**src/rtl/mm_stim_pkg.sv**
```systemverilog
// Shared constants and types for the memory-mapped stimulus/response port.
// Status and clear bit positions are counted down from the data-word MSB.
package mm_stim_pkg;

  localparam int STS_UDF   = 0;
  localparam int STS_FULL  = 1;
  localparam int STS_EMPTY = 2;

  localparam int CLR_UDF = 0;
  localparam int CLR_OVF = 1;

  // Capture entry layout for the default configuration (4 channels, 16-bit data).
  localparam int CAP_CH_W   = 2;
  localparam int CAP_DATA_W = 16;

  typedef struct packed {
    logic [CAP_CH_W-1:0]   ch;
    logic [CAP_DATA_W-1:0] data;
  } cap_entry_t;

endpackage

```
**src/rtl/sync_fifo.sv**
```systemverilog
// Single-clock FIFO with a combinational head. A pop on empty is ignored, and a push
// while full is accepted only if a pop frees a slot on the same edge.
module sync_fifo #(
  parameter int WIDTH = 16,
  parameter int DEPTH = 8
) (
  input  logic                     clk,
  input  logic                     rst,
  input  logic                     push,
  input  logic                     pop,
  input  logic [WIDTH-1:0]         din,
  output logic                     full,
  output logic                     empty,
  output logic [$clog2(DEPTH):0]   count,
  output logic [WIDTH-1:0]         head
);
  localparam int AW = $clog2(DEPTH);
  localparam int CW = AW + 1;
  localparam logic [CW-1:0] FULL_CNT = CW'(DEPTH);

  logic [WIDTH-1:0] mem_q [DEPTH];
  logic [AW-1:0]    wr_ptr_q, wr_ptr_d, rd_ptr_q, rd_ptr_d;
  logic [CW-1:0]    count_q, count_d;
  logic             do_push, do_pop;

  // NOTE: every signal driven here gets a default first, so no path can infer a latch.
  always_comb begin
    do_pop   = pop && (count_q != '0);
    do_push  = push && ((count_q != FULL_CNT) || do_pop);
    wr_ptr_d = wr_ptr_q;
    rd_ptr_d = rd_ptr_q;
    count_d  = count_q;
    if (do_push) wr_ptr_d = wr_ptr_q + AW'(1);
    if (do_pop)  rd_ptr_d = rd_ptr_q + AW'(1);
    case ({do_push, do_pop})
      2'b10:   count_d = count_q + CW'(1);
      2'b01:   count_d = count_q - CW'(1);
      default: count_d = count_q;
    endcase
  end

  // NOTE: sequential state uses non-blocking assignments so all flops update together.
  always_ff @(posedge clk or posedge rst) begin
    if (rst) begin
      wr_ptr_q <= '0;
      rd_ptr_q <= '0;
      count_q  <= '0;
    end else begin
      wr_ptr_q <= wr_ptr_d;
      rd_ptr_q <= rd_ptr_d;
      count_q  <= count_d;
    end
  end

  // NOTE: storage is not reset; the pointers and count alone define which entries are valid.
  always_ff @(posedge clk) begin
    if (do_push) mem_q[wr_ptr_q] <= din;
  end

  assign full  = (count_q == FULL_CNT);
  assign empty = (count_q == '0);
  assign count = count_q;
  assign head  = mem_q[rd_ptr_q];

endmodule

```
**src/rtl/mm_stim_port.sv**
```systemverilog
// Memory-mapped stimulus/response port: per-channel read FIFOs preloaded by the host and
// drained by CPU reads, plus one tagged capture FIFO filled by CPU writes.
module mm_stim_port
  import mm_stim_pkg::*;
#(
  parameter int                DATA_W        = 16,
  parameter int                ADDR_W        = 16,
  parameter int                NUM_CH        = 4,
  parameter int                DEPTH         = 8,
  parameter logic [ADDR_W-1:0] BASE_ADDR     = 16'hC000,
  parameter logic [DATA_W-1:0] DEFAULT_RDATA = 16'hAAAA,
  localparam int               CH_W          = (NUM_CH > 1) ? $clog2(NUM_CH) : 1
) (
  input  logic              clk,
  input  logic              rst,
  input  logic [ADDR_W-1:0] addr,
  input  logic              mm_re,
  input  logic              mm_we,
  input  logic [DATA_W-1:0] wdata,
  output logic [DATA_W-1:0] rdata,
  input  logic              ld_valid,
  output logic              ld_ready,
  input  logic [CH_W-1:0]   ld_ch,
  input  logic [DATA_W-1:0] ld_data,
  output logic              cap_valid,
  input  logic              cap_ready,
  output logic [CH_W-1:0]   cap_ch,
  output logic [DATA_W-1:0] cap_data,
  output logic              cap_ovf
);
  localparam int CNT_W = $clog2(DEPTH) + 1;

  typedef struct packed {
    logic [CH_W-1:0]   ch;
    logic [DATA_W-1:0] data;
  } cap_word_t;

  logic [NUM_CH-1:0] stim_push, stim_pop, stim_full, stim_empty;
  logic [DATA_W-1:0] stim_head  [NUM_CH];
  logic [CNT_W-1:0]  stim_count [NUM_CH];

  logic [DATA_W-1:0] rdata_q, rdata_d, sts_word;
  logic [NUM_CH-1:0] udf_q, udf_d;
  logic              cap_ovf_q, cap_ovf_d;

  logic      hit, ch_ok, acc, ld_ok;
  logic      data_rd, data_wr, sts_wr;
  logic      cap_full, cap_empty;
  cap_word_t cap_din, cap_head;
  logic [CNT_W-1:0] unused_cap_count;
  logic [CH_W-1:0]  ch;

  // A simultaneous read and write performs only the read.
  assign hit     = (addr[ADDR_W-1:CH_W+1] == BASE_ADDR[ADDR_W-1:CH_W+1]);
  assign ch      = addr[CH_W:1];
  assign ch_ok   = (NUM_CH > 1) || (ch == '0);
  assign ld_ok   = (NUM_CH > 1) || (ld_ch == '0);
  assign acc     = hit && ch_ok;
  assign data_rd = mm_re && acc && !addr[0];
  assign data_wr = mm_we && !mm_re && acc && !addr[0];
  assign sts_wr  = mm_we && !mm_re && acc && addr[0];

  always_comb begin
    for (int i = 0; i < NUM_CH; i++) begin
      stim_pop[i] = data_rd && (ch == CH_W'(i)) && !stim_empty[i];
      udf_d[i]    = (udf_q[i] && !(sts_wr && (ch == CH_W'(i)) && wdata[DATA_W-1-CLR_UDF]))
                 || (data_rd && (ch == CH_W'(i)) && stim_empty[i]);
    end
  end

  // A CPU pop on the loaded channel frees a slot in time for this cycle's host push.
  assign ld_ready = ld_ok && (!stim_full[ld_ch] || stim_pop[ld_ch]);

  always_comb begin
    for (int i = 0; i < NUM_CH; i++) begin
      stim_push[i] = ld_valid && ld_ready && (ld_ch == CH_W'(i));
    end
  end

  for (genvar g = 0; g < NUM_CH; g++) begin : g_stim
    sync_fifo #(.WIDTH(DATA_W), .DEPTH(DEPTH)) u_fifo (
      .clk   (clk),
      .rst   (rst),
      .push  (stim_push[g]),
      .pop   (stim_pop[g]),
      .din   (ld_data),
      .full  (stim_full[g]),
      .empty (stim_empty[g]),
      .count (stim_count[g]),
      .head  (stim_head[g])
    );
  end

  assign cap_din = '{ch: ch, data: wdata};

  sync_fifo #(.WIDTH(CH_W + DATA_W), .DEPTH(DEPTH)) u_cap_fifo (
    .clk   (clk),
    .rst   (rst),
    .push  (data_wr),
    .pop   (cap_ready),
    .din   (cap_din),
    .full  (cap_full),
    .empty (cap_empty),
    .count (unused_cap_count),
    .head  (cap_head)
  );

  assign cap_valid = !cap_empty;
  assign cap_ch    = cap_head.ch;
  assign cap_data  = cap_head.data;

  always_comb begin
    sts_word                        = '0;
    sts_word[DATA_W-1-STS_UDF]      = udf_q[ch];
    sts_word[DATA_W-1-STS_FULL]     = stim_full[ch];
    sts_word[DATA_W-1-STS_EMPTY]    = stim_empty[ch];
    sts_word[CNT_W-1:0]             = stim_count[ch];

    rdata_d = rdata_q;
    if (mm_re) begin
      if (!acc)                rdata_d = '0;
      else if (addr[0])        rdata_d = sts_word;
      else if (stim_empty[ch]) rdata_d = DEFAULT_RDATA;
      else                     rdata_d = stim_head[ch];
    end

    // A full capture FIFO only absorbs a write when the host pops on the same edge.
    cap_ovf_d = (cap_ovf_q && !(sts_wr && wdata[DATA_W-1-CLR_OVF]))
             || (data_wr && cap_full && !cap_ready);
  end

  always_ff @(posedge clk or posedge rst) begin
    if (rst) begin
      rdata_q   <= DEFAULT_RDATA;
      udf_q     <= '0;
      cap_ovf_q <= 1'b0;
    end else begin
      rdata_q   <= rdata_d;
      udf_q     <= udf_d;
      cap_ovf_q <= cap_ovf_d;
    end
  end

  assign rdata   = rdata_q;
  assign cap_ovf = cap_ovf_q;

endmodule

```
**config.mk**
```make
export PLATFORM = sky130hd
export DESIGN_NAME = mm_stim_port
export DESIGN_NICKNAME = d
export VERILOG_FILES = /design/src/rtl/mm_stim_pkg.sv /design/src/rtl/sync_fifo.sv /design/src/rtl/mm_stim_port.sv
export SDC_FILE = /design/constraint.sdc
export NUM_CORES = 1
export LEC_CHECK = 0
export CORE_ASPECT_RATIO = 1.75
export CORE_MARGIN = 2
export CORE_UTILIZATION = 61
export DETAILED_ROUTE_END_ITERATION = 16
export PLACE_DENSITY = 0.79
export RECOVER_POWER = 25
export SLEW_MARGIN = 10
export SYNTH_ARGS = -nofsm -noshare
export SYNTH_HDL_FRONTEND = slang
export SYNTH_SLANG_ARGS = --single-unit
```
**constraint.sdc**
```tcl
create_clock -name clk -period 5.25 [get_ports clk]
set_clock_uncertainty 0.1 [all_clocks]
set_input_delay 1.05 -clock clk [delete_from_list [all_inputs] [get_ports clk]]
set_output_delay 1.05 -clock clk [all_outputs]
set_load 0.02 [all_outputs]
```
==> metrics.md <==
| Metric | Value |
|---|---|
| Slew @ Worst Pin | `1740 ps` |
| Worst R2R End | `g_stim[2].u_fifo.count[2]` |
| Post-DP HPWL | `41800 µm` |
| Post-synth EDFFs | `656` |
| Placer Congestion | `0.880` |
| Status | `finished, violations left` |
| Initial Util | `61.7%` |
| Fin. max-slew vios | `264` |
| Period utilisation layout | `92.0%` |
| Die area | `49100 µm²` |
| Max incr delay on CP | `680 ps` |
| Fin Setup TNS | `0 ps` |
| Top FF cell, synth | `edfxtp_1` |
| First-pass GRT wire length | `96200 µm` |
| Final hold violation count | `0` |
| Min-delay src | `u_cap_fifo.count[3]` |
| Vias per cell | `6.62` |
| RSZ-0062 raised after global routing | `false` |
| Critical R2R Launch | `g_stim[2].u_fifo.count[0]` |
| HP Class | `reg2reg` |
| Total power | `13.4 mW` |
| Area grow syn2layout | `14.1%` |
| Vias | `14600` |
| Crit path DAT | `3680 ps` |
| Max-Slew Margin vs Limit | `-15.9%` |
| GRT Util Overall | `26.9%` |
| Clk sink count | `727` |
| Max rail drop VDD | `0.293 mV` |
| TritonRoute pass-1 iters | `5` |
| Seq/Total Area, Yosys | `74.4%` |
| Share of the synthesized area in the top cell type | `68.2%` |
| Post-CTS Resized | `0` |
| Cell Area, Synth | `28900 µm²` |
| Post-Synthesis Cells | `1406` |
| Largest net degree at the start of global routing | `33` |
| YS warnings | `0` |
| Drt initial violations | `1402` |
| Core area | `46800 µm²` |
| Post CTS Setup Buffer Count | `0` |
| Failing checks | `capacitance limit, slew limit` |
| Synth async-reset ratio | `9.77%` |
| Commonest cells post-synth | `edfxtp_1 (656), mux4_2 (167), dfrtp_1 (63), a22oi_1 (42), clkbuf_1 (39)` |
| Crit path kind | `in2out` |
| FMAX | `207 MHz` |
| CTS Buf Count | `59` |
| CTS tree | `done` |
| Power Density | `406 nW/µm²` |
| Final setup violation count | `0` |
| Die height | `292 µm` |
| Cell Chain, Critical Path | `clkdlybuf4s50_1 -> or2_4 -> or2_4 -> mux4_2 -> o21bai_1 -> clkdlybuf4s50_1` |
| Max Root-Sink Buffers | `3` |
| Detail Route Antenna Nets | `0` |
| Crit-path slowest cell | `clkdlybuf4s50_1` |
| Top post-synthesis cells by area | `edfxtp_1 (68%), mux4_2 (13%), dfrtp_1 (5.5%)` |
| Max-cap violations | `9` |
| Hold_buf cts | `0` |
| Initial antenna violation count | `0` |
| Synth area leader | `edfxtp_1` |
| Syn nets | `1488` |
| Layout cell share with drive strength beyond 1 | `26.8%` |
| Reg2Reg Depth | `12` |
| Remaining DRCs | `0` |
| Hold worst-path end | `u_cap_fifo.count[3]` |
| Hold depth | `1` |
| Synth cell types | `62` |
| Required @ worst endpoint | `4100 ps` |
| Most common cell in the synthesized netlist | `edfxtp_1` |
| H-tree levels | `2` |
| Worst skew pair latency | `630 ps` |
| Seq cells post-synth | `727` |
| Vias in the first global route | `15400` |
| Cell Rows | `105` |
| Total wire length | `64400 µm` |
| WL per Instance | `29.3 µm` |
| Worst Setup End Kind | `output pin` |
| CP Launch Type | `primary input` |
| CP max FO | `11` |
| Clock transition at path regs | `70 ps` |
| Horiz. Die Dim | `168 µm` |
| Reg2Reg Setup Slack | `1870 ps` |
| Nets | `1646` |
| Number of diodes | `0` |
| Congestion Overflow GR | `0` |
| Clock root buffer | `clkbuf_16` |
| Fin crit period | `4830 ps` |
| Pleak | `10.6 nW` |
| Ports | `93` |
| Mapped Avg Cell Area | `20.5 µm²` |
| Port Buf Inserts | `92` |
## state kept, by name, indices dropped and copies added (netlist names)
register	count
u_cap_fifo.count	4
g_stim.u_fifo.count	16
cap_ovf	1
u_cap_fifo.mem_q	144
g_stim.u_fifo.wr_ptr_q	12
g_stim.u_fifo.mem_q	512
g_stim.u_fifo.rd_ptr_q	12
rdata	16
u_cap_fifo.rd_ptr_q	3
udf_q	4
u_cap_fifo.wr_ptr_q	3
## metrics by stage
| stage | hold slack (ps) | setup WS, ps | utilization, % | area (µm²) | instances |
|---|---|---|---|---|---|
| final | 396 | 420 | 70.4 | 32900 | 2201 |
| after detailed placement | 382 | 438 | 66.2 | 31000 | 2091 |
| after floorplan | 356 | 686 | - | 28900 | 1406 |
| after global routing | 423 | 341 | 70.4 | 32900 | 2201 |
| after global placement | 374 | 452 | 66.2 | 31000 | 2091 |
| after CTS | 392 | 423 | 70.5 | 33000 | 2201 |
## routing by layer
layer	GRT usage [%]	share of wire, %
met4	12.9	5.3
met3	3.74	6.8
met1	32.1	34
met5	0	0
met2	48.0	54
## cells by family after synthesis
logic type | after synthesis | share of synthesized area, %
compound gates | 122 | 3.16
xor+xnor | 45 | 1.37
fa+ha+maj | 26 | 1.15
buf+inv | 83 | 1.30
flops | 727 | 74.4
mux | 216 | 14.9
simple gates | 187 | 3.69
## worst max-delay path: cells and delay by family
kind,cells,cell delay (ps)
mux,1,460
compound gates,1,150
buf+inv,2,1330
simple gates,2,690
## layout by cell type (no fill, tap or decap), drive strengths merged, types with 9 or more instances in the layout
master,Yosys,routed
o2bb2ai,10,10
xnor2,20,20
nor3b,10,10
clkbuf,39,83
nand2,37,37
a21oi,9,9
clkdlybuf4s50,0,66
a22oi,42,42
bufinv,0,9
dlygate4sd3,0,21
mux2i,12,12
nand2b,15,15
inv,10,13
nor2,37,37
o21ai,17,17
buf,34,74
xor2,25,25
mux2,37,37
nor4,20,20
o211ai,10,10
ha,25,25
mux4,167,167
edfxtp,656,656
nor3,21,21
clkinv,0,21
dfrtp,63,63
## worst max path at each step
stage / start / to / slack, ps / cells past startpoint
after floorplan: addr[1] / g_stim[2].u_fifo.mem_q[4][0] / 690 / 6
final: addr[2] / ld_ready / 420 / 6
after detailed placement: addr[1] / ld_ready / 440 / 7
after global placement: addr[1] / ld_ready / 450 / 7
after CTS: addr[1] / ld_ready / 420 / 7
after global routing: addr[1] / ld_ready / 340 / 7
## final cells by class
class / count / area [µm²]
Clock buffer: 74 / 1560
Clock inverter: 36 / 452
Fill cell: 2780 / 13800
Inverter: 10 / 38.8
Multi-Input combinational cell: 596 / 7170
Sequential cell: 727 / 21500
Tap cell: 588 / 736
Timing Repair Buffer: 170 / 1470
## where the power goes
part,leakage [nW],total [mW],switching (mW),internal [mW]
sequential,6.79,7.04,0.429,6.61
combinational,2.82,1.75,0.831,0.919
clock,0.987,4.57,1.99,2.57
total,10.6,13.4,3.25,10.1
(Power assumes the default switching activity.)
